===== config.mk =====
export PLATFORM = sky130hd
export DESIGN_NAME = mem_access_unit
export DESIGN_NICKNAME = d
export VERILOG_FILES = /design/src/rtl/mem_access_pkg.sv /design/src/rtl/load_align.sv /design/src/rtl/mem_access_unit.sv
export SDC_FILE = /design/constraint.sdc
export NUM_CORES = 1
export LEC_CHECK = 0
export CAP_MARGIN = 20
export CORE_UTILIZATION = 35
export DETAILED_ROUTE_END_ITERATION = 10
export PLACE_DENSITY_LB_ADDON = 0.12
export SYNTH_ARGS = -nofsm -noshare
export SYNTH_HDL_FRONTEND = slang
export SYNTH_SLANG_ARGS = --single-unit

===== constraint.sdc =====
create_clock -name clk -period 2.9 [get_ports clk]
set_input_delay 0.58 -clock clk [delete_from_list [all_inputs] [get_ports clk]]
set_output_delay 0.58 -clock clk [all_outputs]
set_load 0.03 [all_outputs]

===== src/rtl/mem_access_pkg.sv =====
// Shared encodings for the load/store unit: request sizes, FSM states and
// the byte-lane selection used by the store merge path.
package mem_access_pkg;

    localparam logic [1:0] SIZE_BYTE = 2'b00;
    localparam logic [1:0] SIZE_HALF = 2'b01;
    localparam logic [1:0] SIZE_WORD = 2'b10;

    typedef enum logic {
        IDLE      = 1'b0,
        RMW_WRITE = 1'b1
    } state_e;

    // One bit per little-endian byte lane touched by an access of this size.
    function automatic logic [3:0] lane_mask(input logic [1:0] size,
                                             input logic [1:0] addr_lo);
        logic [3:0] mask;
        mask = 4'b0000;
        case (size)
            SIZE_BYTE: mask = 4'b0001 << addr_lo;
            SIZE_HALF: mask = addr_lo[1] ? 4'b1100 : 4'b0011;
            SIZE_WORD: mask = 4'b1111;
            default:   mask = 4'b0000;
        endcase
        return mask;
    endfunction

endpackage


===== src/rtl/load_align.sv =====
// Combinational load extractor: picks the addressed byte/half/word out of a
// d_mem word and sign- or zero-extends it.
module load_align
    import mem_access_pkg::*;
(
    input  logic [31:0] rdata_i,
    input  logic [1:0]  addr_lo_i,
    input  logic [1:0]  size_i,
    input  logic        unsigned_i,
    output logic [31:0] data_o
);

    logic [31:0] shifted;
    logic [7:0]  byte_sel;
    logic [15:0] half_sel;

    always_comb begin
        shifted  = rdata_i >> {addr_lo_i, 3'b000};
        byte_sel = shifted[7:0];
        half_sel = addr_lo_i[1] ? rdata_i[31:16] : rdata_i[15:0];
        data_o   = 32'h0;
        case (size_i)
            SIZE_BYTE: data_o = unsigned_i ? {24'h0, byte_sel}
                                           : {{24{byte_sel[7]}}, byte_sel};
            SIZE_HALF: data_o = unsigned_i ? {16'h0, half_sel}
                                           : {{16{half_sel[15]}}, half_sel};
            SIZE_WORD: data_o = rdata_i;
            default:   data_o = 32'h0;
        endcase
    end

endmodule


===== src/rtl/mem_access_unit.sv =====
// Load/store unit in front of the word-addressed d_mem: byte-addressed CPU
// requests become word accesses, with a 2-cycle read-modify-write for sb/sh.
module mem_access_unit
    import mem_access_pkg::*;
#(
    parameter int MEMORY_SIZE = 64
) (
    input  logic        clk,
    input  logic        rst_n,
    input  logic        req_read,
    input  logic        req_write,
    input  logic [1:0]  req_size,
    input  logic        req_unsigned,
    input  logic [31:0] req_addr,
    input  logic [31:0] req_wdata,
    output logic [31:0] load_data,
    output logic        stall,
    output logic        access_err,
    output logic        err_sticky,
    output logic [31:0] mem_addr,
    output logic [31:0] mem_wdata,
    output logic        mem_write,
    output logic        mem_read,
    input  logic [31:0] mem_rdata
);

    localparam logic [31:0] MEM_WORDS = 32'(MEMORY_SIZE);

    state_e      state_q;
    logic [31:0] merge_q;
    logic [31:0] merge_d;
    logic [31:0] widx_q;
    logic        err_sticky_q;

    logic [31:0] word_idx;
    logic        in_idle;
    logic        in_rmw;
    logic        any_req;
    logic        bad_req;
    logic        do_load;
    logic        do_word_store;
    logic        do_sub_store;
    logic [3:0]  lanes;
    logic [31:0] bit_mask;
    logic [31:0] wdata_rep;
    logic [31:0] aligned_data;

    assign word_idx = {2'b00, req_addr[31:2]};
    assign in_idle  = (state_q == IDLE);
    assign in_rmw   = (state_q == RMW_WRITE);
    assign any_req  = req_read || req_write;

    always_comb begin
        bad_req = (req_read && req_write)
               || (req_size == 2'b11)
               || ((req_size == SIZE_HALF) && req_addr[0])
               || ((req_size == SIZE_WORD) && (req_addr[1:0] != 2'b00))
               || (word_idx >= MEM_WORDS);
    end

    assign access_err    = in_idle && any_req && bad_req;
    assign do_load       = in_idle && req_read && !access_err;
    assign do_word_store = in_idle && req_write && !access_err && (req_size == SIZE_WORD);
    assign do_sub_store  = in_idle && req_write && !access_err && (req_size != SIZE_WORD);

    // Sub-word store data is replicated across all lanes so the mask alone picks the target.
    always_comb begin
        lanes     = lane_mask(req_size, req_addr[1:0]);
        bit_mask  = {{8{lanes[3]}}, {8{lanes[2]}}, {8{lanes[1]}}, {8{lanes[0]}}};
        wdata_rep = (req_size == SIZE_BYTE) ? {4{req_wdata[7:0]}} : {2{req_wdata[15:0]}};
        merge_d   = (mem_rdata & ~bit_mask) | (wdata_rep & bit_mask);
    end

    load_align u_load_align (
        .rdata_i    (mem_rdata),
        .addr_lo_i  (req_addr[1:0]),
        .size_i     (req_size),
        .unsigned_i (req_unsigned),
        .data_o     (aligned_data)
    );

    assign mem_read   = do_load || do_sub_store;
    assign mem_write  = do_word_store || in_rmw;
    assign stall      = do_sub_store;
    assign mem_addr   = in_rmw ? widx_q : word_idx;
    assign mem_wdata  = in_rmw ? merge_q : req_wdata;
    assign load_data  = do_load ? aligned_data : 32'h0;
    assign err_sticky = err_sticky_q;

    // The word index is captured with the merged data so the write-back cycle ignores req_addr.
    always_ff @(posedge clk or negedge rst_n) begin
        if (!rst_n) begin
            state_q      <= IDLE;
            merge_q      <= 32'h0;
            widx_q       <= 32'h0;
            err_sticky_q <= 1'b0;
        end else begin
            err_sticky_q <= err_sticky_q || access_err;
            case (state_q)
                IDLE: begin
                    if (do_sub_store) begin
                        state_q <= RMW_WRITE;
                        merge_q <= merge_d;
                        widx_q  <= word_idx;
                    end
                end
                RMW_WRITE: state_q <= IDLE;
                default:   state_q <= IDLE;
            endcase
        end
    end

endmodule


# Word level (Yosys, flattened, before mapping)
# Index checks and enable logic that the tools add are counted.
# Widths: inputs -> output; s select.
dict set report totals {
  register_bits 64
  wordCells 51
  out_inout_bits 101
}
dict set report op_classes {
  n_reduce_logical 23
  shift 2
  muxes 12
  n_bitwise 5
  magnitude_cmp 1
  n_eq_ne 4
}
# cell n
set ops {}
lappend ops {{$mux 32} 5}
lappend ops {{$pmux 32 s3} 1}
lappend ops {{$and 32x32->32} 2}
lappend ops {{$not 32->32} 1}
lappend ops {{$or 32x32->32} 1}
lappend ops {{$shr 32x5->8} 1}
lappend ops {{$ge 30x7->1 const B} 1}
lappend ops {{$mux 30} 1}
lappend ops {{$mux 16} 1}
lappend ops {{$pmux 4 s3} 1}
lappend ops {{$logic_and 1x1->1} 11}
lappend ops {{$logic_or 1x1->1} 8}
lappend ops {{$eq 2x2->1 const B} 2}
lappend ops {{$mux 4} 1}
lappend ops {{$shl 1x2->4 const A} 1}
lappend ops {{$eq 2x1->1 const B} 1}
lappend ops {{$logic_not 2->1} 1}
lappend ops {{$ne 2x2->1 const B} 1}
lappend ops {{$pmux 1 s2} 1}
lappend ops {{$reduce_and 2->1} 1}
lappend ops {{$reduce_bool 2->1} 1}
lappend ops {{$logic_not 1->1} 1}
lappend ops {{$mux 1} 1}
lappend ops {{$not 1->1} 1}

# Logic depth before layout (Yosys ltp)
# Gate-level depths: netlist of the first run.
dict set report logic_depth {
  depth_word 11
  mapped_depth 9
}

# Hierarchy
# A second synthesis of the first run with hierarchy kept.
dict set report hier_totals {
  cells_unflattened 488
  area_unflattened_um2 4993.5
}
# mod instances cells_each area_per_inst_um2 seq_area_each_um2
set modules_own_cells {}
lappend modules_own_cells {mem_access_unit 1 365 4095.2 1601.5}
lappend modules_own_cells {load_align 1 123 898.4 0.0}

# Worst setup path after synthesis of the first run
# Ideal clock, no wire load.
dict set report synth_timing {
  kind {input to output}
  startpoint {in req_size[0]}
  endpoint {out load_data[19]}
  setup_slack_ns -0.278
  t_arrival_ns 2.598
  cell_stages 8
  path_buffers 3
  path_cell_list {nor2b_1 -> buf_2 -> o21a_1 -> or4_1 -> buf_2 -> a211o_4 -> buf_6 -> a21oi_1}
}
dict set report synth_between {
  elab_chain_len 9
}
# item line
set synth_lines {}
lappend synth_lines {{start: declaration} mem_access_unit.sv:12} ;# input logic [1:0] req_size,
lappend synth_lines {{$eq 2x2->1 / $eq 2x1->1 (equally long branches)} {mem_access_unit.sv:55, load_align.sv:22, mem_access_unit.sv:56}}
lappend synth_lines {{$logic_or 1x1->1 / $logic_and 1x1->1 (equally long branches)} {mem_access_unit.sv:55, mem_access_unit.sv:56}}
lappend synth_lines {{$logic_or 1x1->1} mem_access_unit.sv:56} ;# || ((req_size == SIZE_HALF) && req_addr[0])
lappend synth_lines {{$logic_or 1x1->1} mem_access_unit.sv:57} ;# || ((req_size == SIZE_WORD) && (req_addr[1:0] != 2'b00))
lappend synth_lines {{$logic_or 1x1->1} mem_access_unit.sv:58} ;# || (word_idx >= MEM_WORDS);
lappend synth_lines {{$logic_and 1x1->1} mem_access_unit.sv:61} ;# assign access_err = in_idle && any_req && bad_req;
lappend synth_lines {{$logic_not 1->1} mem_access_unit.sv:62} ;# assign do_load = in_idle && req_read && !access_err;
lappend synth_lines {{$logic_and 1x1->1} mem_access_unit.sv:62}
lappend synth_lines {{$mux 32 (*)} mem_access_unit.sv:87} ;# assign load_data = do_load ? aligned_data : 32'h0;
lappend synth_lines {{end: declaration} mem_access_unit.sv:16} ;# output logic [31:0] load_data,
# Mark *: on every way between the ends. The rest lies on a longest branch, timed or not.

# Worst setup path in the final report of the first run
dict set report layout_timing {
  startpoint {in req_addr[24]}
  endpoint {out load_data[25]}
}
dict set report layout_between {
  elab_chain_len 6
}
# item line
set layout_lines {}
lappend layout_lines {{start: declaration} mem_access_unit.sv:14} ;# input logic [31:0] req_addr,
lappend layout_lines {{$ge 30x7->1} mem_access_unit.sv:58}
lappend layout_lines {{$logic_or 1x1->1} mem_access_unit.sv:58}
lappend layout_lines {{$logic_and 1x1->1} mem_access_unit.sv:61}
lappend layout_lines {{$logic_not 1->1} mem_access_unit.sv:62}
lappend layout_lines {{$logic_and 1x1->1} mem_access_unit.sv:62}
lappend layout_lines {{$mux 32} mem_access_unit.sv:87}
# Every way passes these cells.

==> impl_results.md, run 1 <==
* Status: complete, but fails checks
* Failing checks: negative setup slack
* H-tree levels at 3
* Placement Setup Slack at -671 ps
* Tot GR Track Use at between 20% and 30%
* CTS Buffer Depth at 2
* VDD IR max at 218 uV
* Crit Path Class: in -> out
* Clock Tree Root: clkbuf_16
* Setup violators final at 35
* Critical Path Start: req_addr[24]
* Vias per cell at between 5 and 6
* CP Capture Type: output port
* Initial antenna violation count at 0
* Half-perimeter wire length after placement at 11400 um
* Post-synthesis mux area share at 37.9%
* TritonCTS clock tree: built
* Post-Synth XOR/XNOR Area at 0%
* Clock latency on the worst-skew pair at between 300 and 400 ps
* #FFs+latches synth at 64
* Detailed Routing Iterations Pass 1 at 5
* Compound-Gate Fraction of Synth Area at 9.16%
* Nets at 756
* # rows at 40
* DRT Wirelength at 14800 um
* Initial Utilization at 36.3%
* Fmax at 322 MHz
* Seq/Total Area, Yosys at 36.3%
* Most used DFF post-synth: dfrtp_1
* Synthesized area at 4410 sq um
* Lkg Pwr at between 3 and 4 nW
* IO Pins at 204
* Port buffer count at 201
* Path type of the worst min-delay path: in -> async
* Worst setup margin at -210 ps
* First-pass GRT wire length at 23100 um
* Die area at around 13000 sq um
* CP Launch Type: input pin
* Initial DRC Count at 202
* Syn_area_per_cell at 11.0 sq um
* Worst-Margin Slew at 630 ps
* Final cell count without fillers at 826
* Setup crit end: load_data[25]
* Antenna Cells at 0
* Post-Route Setup TNS at -4350 ps
* WL/cell at 18.0 um
* Adder-Cell Fraction of Synth Area at 0%
* Vias in the first global route at 4379
* Post-synthesis cell count at 402
* FF-to-FF Start: in_rmw$_DFF_PN0_
* Vias at 4150
* Chip Height at approximately 110 um
* Final hold violation count at 0
* Reg2reg setup slack at 820 ps
* Reg2reg path depth at 5
* RSZ-0062 raised after global routing: yes
* Slew Limit Fails at 0
* GPL Wtd Cong at 0.855
* Core area at 12200 sq um
* Clock transition at the registers of the reported paths at 60 ps
* Synth async-reset ratio at 100%
* Post-synth EDFFs at 0
* Cts bufs inserted at 9
* Sinks on Clock Net at 64
* Share of cells above drive strength 1 at between 50 and 60%
* Relative slew slack at 58.0%
* Yosys warns at 0
* Placed cells at 802
* Post-DRT Antenna Nets at 0
* Crit-path max FO at 5
* Die Wd at 114 um
* CP arrival at ~2500 ps
* Pwr dens at between 300 and 400 nW/um^2
* CTS Hold Buffers Added at 0
* Post-synth cell types at 40
* Largest family of logic cells by synthesized area: multiplexers
* Max-cap check violation count at 0
* FF-to-FF End: merge_q[12]$_DFFE_PN0P_
* DRC at 0
* Synth Area in Simple Gates at 12.1%
* Largest net degree at the start of global routing at 40
* Min cycle time layout at 3110 ps
* Fin crit share at 107%
* Area Overhead vs Synth at 78.5%
* Fin Clk Skew at 3.26 ps
* WP data required at 2320 ps
* Total power at roughly 2.7 mW
* GRT overflow at 0
## cells by family (layout without fill, tap and decap cells)
logic type,after synthesis,count (layout)
AOI/OAI and AO/OA,50,50
buffers and inverters,37,292
DFF,64,64
muxes,149,149
other,1,2
and+or+nand+nor,101,101
## cell usage in the layout, fill, tap and decap left out, types with 4 or more instances in the layout
cell type          n
a21oi_4           18
a222oi_1           7
a31oi_4            7
buf_12            12
buf_2             13
buf_4             62
buf_6             37
clkbuf_16          9
clkbuf_2           5
clkdlybuf4s50_1  134
dfrtp_1           63
dlygate4sd2_1      5
mux2_1            16
mux2_2           130
nand2_1           26
nand2b_1           4
nand3b_1           7
nor2_1            10
nor2_4             9
nor2b_1           25
o21a_1             4
o21ai_0            4
## layer usage
metal  part of all wire, %  GRT usage (%)  wire length, um
met5                     0              0                0
met4                   2.5           8.66              378
met3                   7.0           5.88             1040
met2                    50           40.9             7480
met1                    40           27.2             5930
## synthesized netlist by cell type (3+ instances only)
cell / n / area share (%)
a21oi_1: 11 / 1.2
buf_6: 5 / 1.3
o21ai_0: 4 / 0.45
nor4_1: 6 / 0.85
buf_4: 3 / 0.51
clkbuf_1: 21 / 1.8
nand3b_1: 7 / 1.2
mux2i_1: 3 / 0.68
dfrtp_1: 64 / 36
mux2_1: 16 / 4.1
a21oi_2: 9 / 1.8
mux2_2: 130 / 33
nor2_1: 19 / 1.6
nand3_1: 3 / 0.34
a31oi_2: 5 / 1.4
buf_2: 5 / 0.57
nor2b_1: 28 / 4.0
nand2b_1: 4 / 0.57
a222oi_1: 7 / 1.6
o21a_1: 4 / 0.68
nand2_1: 26 / 2.2
## critical path: stages
cell and delay, ps:
buf_2 110, nor4_2 250, nand2_1 130, or4_4 540, a211o_4 350, buf_12 160
buf_16 140, a21oi_4 120, buf_6 140
## stage by stage
step                hold slack [ps]  cell area [sq um]  utilization [%]
CTS                             282               7860             64.6
detailed placement              458               7270             59.8
floorplan                       284               4730                -
finish                          263               7880             64.8
global route                    311               7880             64.8
global placement                455               7270             59.8
## registers in the layout (all words and copies together), names as in the netlist
| name | cells |
|---|---|
| err_sticky | 1 |
| in_rmw | 1 |
| merge_q | 32 |
| widx_q | 30 |
## worst min path at each step
stage	start	end	slack, ps
after floorplan	rst_n	err_sticky$_DFF_PN0_	280
after global placement	err_sticky$_DFF_PN0_	err_sticky$_DFF_PN0_	460
after detailed placement	err_sticky$_DFF_PN0_	err_sticky$_DFF_PN0_	460
after CTS	rst_n	widx_q[4]$_DFFE_PN0P_	280
after global routing	rst_n	widx_q[4]$_DFFE_PN0P_	310
final	rst_n	widx_q[4]$_DFFE_PN0P_	260
## report_power, final
| part | switching [mW] | total (mW) | internal [mW] |
|---|---|---|---|
| Sequential | 0.000000187 | 0.893 | 0.893 |
| Clock | 0.405 | 1.10 | 0.691 |
| Combinational | 0.340 | 0.707 | 0.367 |
## area by class of cell
type / instances / area [sq um]
Fill cell: 964 / 4280
Multi-Input combinational cell: 302 / 3050
Timing Repair Buffer: 274 / 2700
Sequential cell: 64 / 1600
Clock buffer: 10 / 239
Tap cell: 168 / 210
Clock inverter: 6 / 67.6
Inverter: 2 / 7.51
## timing repair
item                                    CTS  global route
endpoints found under the setup margin   36            35
setup buffers                             4             2
gates resized for setup                 139            20
cloned                                    3             0
pin swaps                                13             7
endpoints found under the hold margin     0             0
Power figures use the tool's default switching activity.
==> run 2, diff against run 1 <==
- HOLD_SLACK_MARGIN: unset -> 0.15
- clock period: 2.9 -> 2.6 ns (I/O delays scaled with it)
==> impl_results.md, run 2 (synthesis results as in run 1) <==
* Fin Clk Skew at 6.96 ps (+3.69 ps)
* Reg2reg setup slack at 400 ps (-420 ps)
* Initial Utilization at 36.3% (unchanged)
* Half-perimeter wire length after placement at 11500 um (+0.52%)
* Chip Height at 114 um (unchanged)
* CP Capture Type: output port
* WL/cell at 17.9 um (-0.18%)
* Post-DRT Antenna Nets at 0 (unchanged)
* Placed Area at 7410 sq um (+2.0%)
* Area Overhead vs Synth at 81.3%
* Initial DRC Count at 167 (-17%)
* Most common cell after layout, fill and taps aside: clkdlybuf4s50_1
* Min cycle time layout at 2950 ps
* WP data required at 2080 ps (-240 ps)
* Crit-path max FO at 7 (+2)
* Die area at 13100 sq um (unchanged)
* Largest Register: merge_q
* Tot GR Track Use at 23.4% (+0.20 points)
* Largest registers: merge_q x32, widx_q x30
* Max-cap check violation count at 0 (unchanged)
* Sinks on Clock Net at 64 (unchanged)
* Crit Path Class: in -> out
* Vias per cell at 4.99 (-0.77%)
* GRT overflow at 0 (unchanged)
* Lkg Pwr at 3.37 nW (+1.4%)
* CTS Buffer Depth at 2 (unchanged)
* TritonCTS clock tree: built
* Vias in the first global route at 4323 (-1.3%)
* CP arrival at 2430 ps (-100 ps)
* Clock Tree Root: clkbuf_16
* Nets at 765 (+1.2%)
* Fin crit share at 114%
* Port buffer count at 201 (unchanged)
* Worst setup margin at -352 ps (-142 ps)
* RSZ-0062 raised after global routing: yes
* CTS Hold Buffers Added at 0 (unchanged)
* Clock latency on the worst-skew pair at 320 ps (about the same)
* Share of cells above drive strength 1 at 51.1% (+0.52 points)
* Slew Limit Fails at 0 (unchanged)
* Largest net degree at the start of global routing at 44 (+10%)
* Fmax at 339 MHz
* Pwr dens at 382 nW/um^2 (+12%)
* Clock transition at the registers of the reported paths at 60 ps (about the same)
* Failing checks: negative setup slack
* Vias at 4163 (+0.31%)
* Final Cell Area at 8000 sq um (+1.6%)
* Initial antenna violation count at 0 (unchanged)
* CP Launch Type: input pin
* Core area at 12200 sq um (unchanged)
* GPL Wtd Cong at 0.899 (+5.1%)
* H-tree levels at 3 (unchanged)
* Status: complete, but fails checks
* Util after Layout at 65.8% (+1.0 points)
* Path type of the worst min-delay path: in -> async
* Die Wd at 114 um (unchanged)
* Relative slew slack at 57.1% (-0.91 points)
* # rows at 40 (unchanged)
* Total power at 3.06 mW (+13%)
* Setup violators final at 36 (+2.9%)
* First-pass GRT wire length at 23200 um (+0.33%)
* Antenna Cells at 0 (unchanged)
* DRC at 0 (unchanged)
* Cts bufs inserted at 9 (unchanged)
* IO Pins at 204 (unchanged)
* Max reg flops at 32 (unchanged)
* Detailed Routing Iterations Pass 1 at 4 (-1)
* DRT Wirelength at 15000 um (+0.90%)
* VDD IR max at 228 uV (+4.6%)
* Commonest non-fill, non-tap cells in the layout: clkdlybuf4s50_1 (134), mux2_2 (130), buf_4 (65), dfrtp_1 (63), buf_6 (41)
* Final hold violation count at 0 (unchanged)
* Worst-Margin Slew at 644 ps (+13.6 ps)
-- run 2: final cells by class --
| class | count | area (sq um) |
|---|---|---|
| Timing Repair Buffer | 283 | 2810 |
| Inverter | 2 | 7.51 |
| Fill cell | 966 | 4160 |
| Tap cell | 168 | 210 |
| Multi-Input combinational cell | 302 | 3060 |
| Clock inverter | 5 | 62.6 |
| Clock buffer | 11 | 253 |
| Sequential cell | 64 | 1600 |
-- run 2: power breakdown --
group	leakage [nW]	switching, mW	internal [mW]	total [mW]
registers	0.888	0.000000208	0.996	0.996
logic	2.33	0.385	0.424	0.809
clock network	0.148	0.453	0.799	1.25
total	3.37	0.838	2.22	3.06
-- run 2: worst paths after layout --
kind / startpoint / endpoint / cells after the start
worst max-delay path: req_addr[25] / load_data[8] / 8
worst min-delay path: rst_n / widx_q[4]$_DFFE_PN0P_ / 1
worst max register to register: in_rmw$_DFF_PN0_ / merge_q[0]$_DFFE_PN0P_ / 6
worst min register to register: err_sticky$_DFF_PN0_ / err_sticky$_DFF_PN0_ / 2
max in group asynchronous: rst_n / in_rmw$_DFF_PN0_ / 2
min in group clk: err_sticky$_DFF_PN0_ / err_sticky$_DFF_PN0_ / 2
-- run 2: critical path, stage by stage --
cell and delay (ps):
buf_6 100, nor4_4 270, nand3_2 100, or4_4 570, a211o_4 370, buf_4 170, a31oi_4 190, buf_12 150
-- run 2: metrics by stage --
stage | setup TNS (ps) | setup WS, ps | hold slack, ps | cells
2_1_floorplan | -6410 | -226 | 224 | 403
3_3_place_gp | -44360 | -759 | 451 | 810
3_5_place_dp | -48430 | -817 | 458 | 810
4_1_cts | -11170 | -386 | 222 | 831
5_1_grt | -12250 | -408 | 265 | 835
6_report | -10120 | -352 | 216 | 835
-- run 2: layer usage --
| metal | part of all wire (%) | up-vias | GRT usage (%) | wire [um] |
|---|---|---|---|---|
| li1 | - | 1979 | - | - |
| met1 | 42 | 2019 | 28.9 | 6340 |
| met2 | 50 | 154 | 41.0 | 7430 |
| met3 | 6.7 | 11 | 5.45 | 997 |
| met4 | 1.2 | 0 | 6.23 | 187 |
| met5 | 0 | - | 0 | 0 |
-- run 2: what timing repair did --
action,in CTS,in global routing
endpoints found under the hold margin,0,0
cloned,1,0
setup buffers,4,4
gates resized for setup,143,16
endpoints found under the setup margin,69,57
pin swaps,16,6
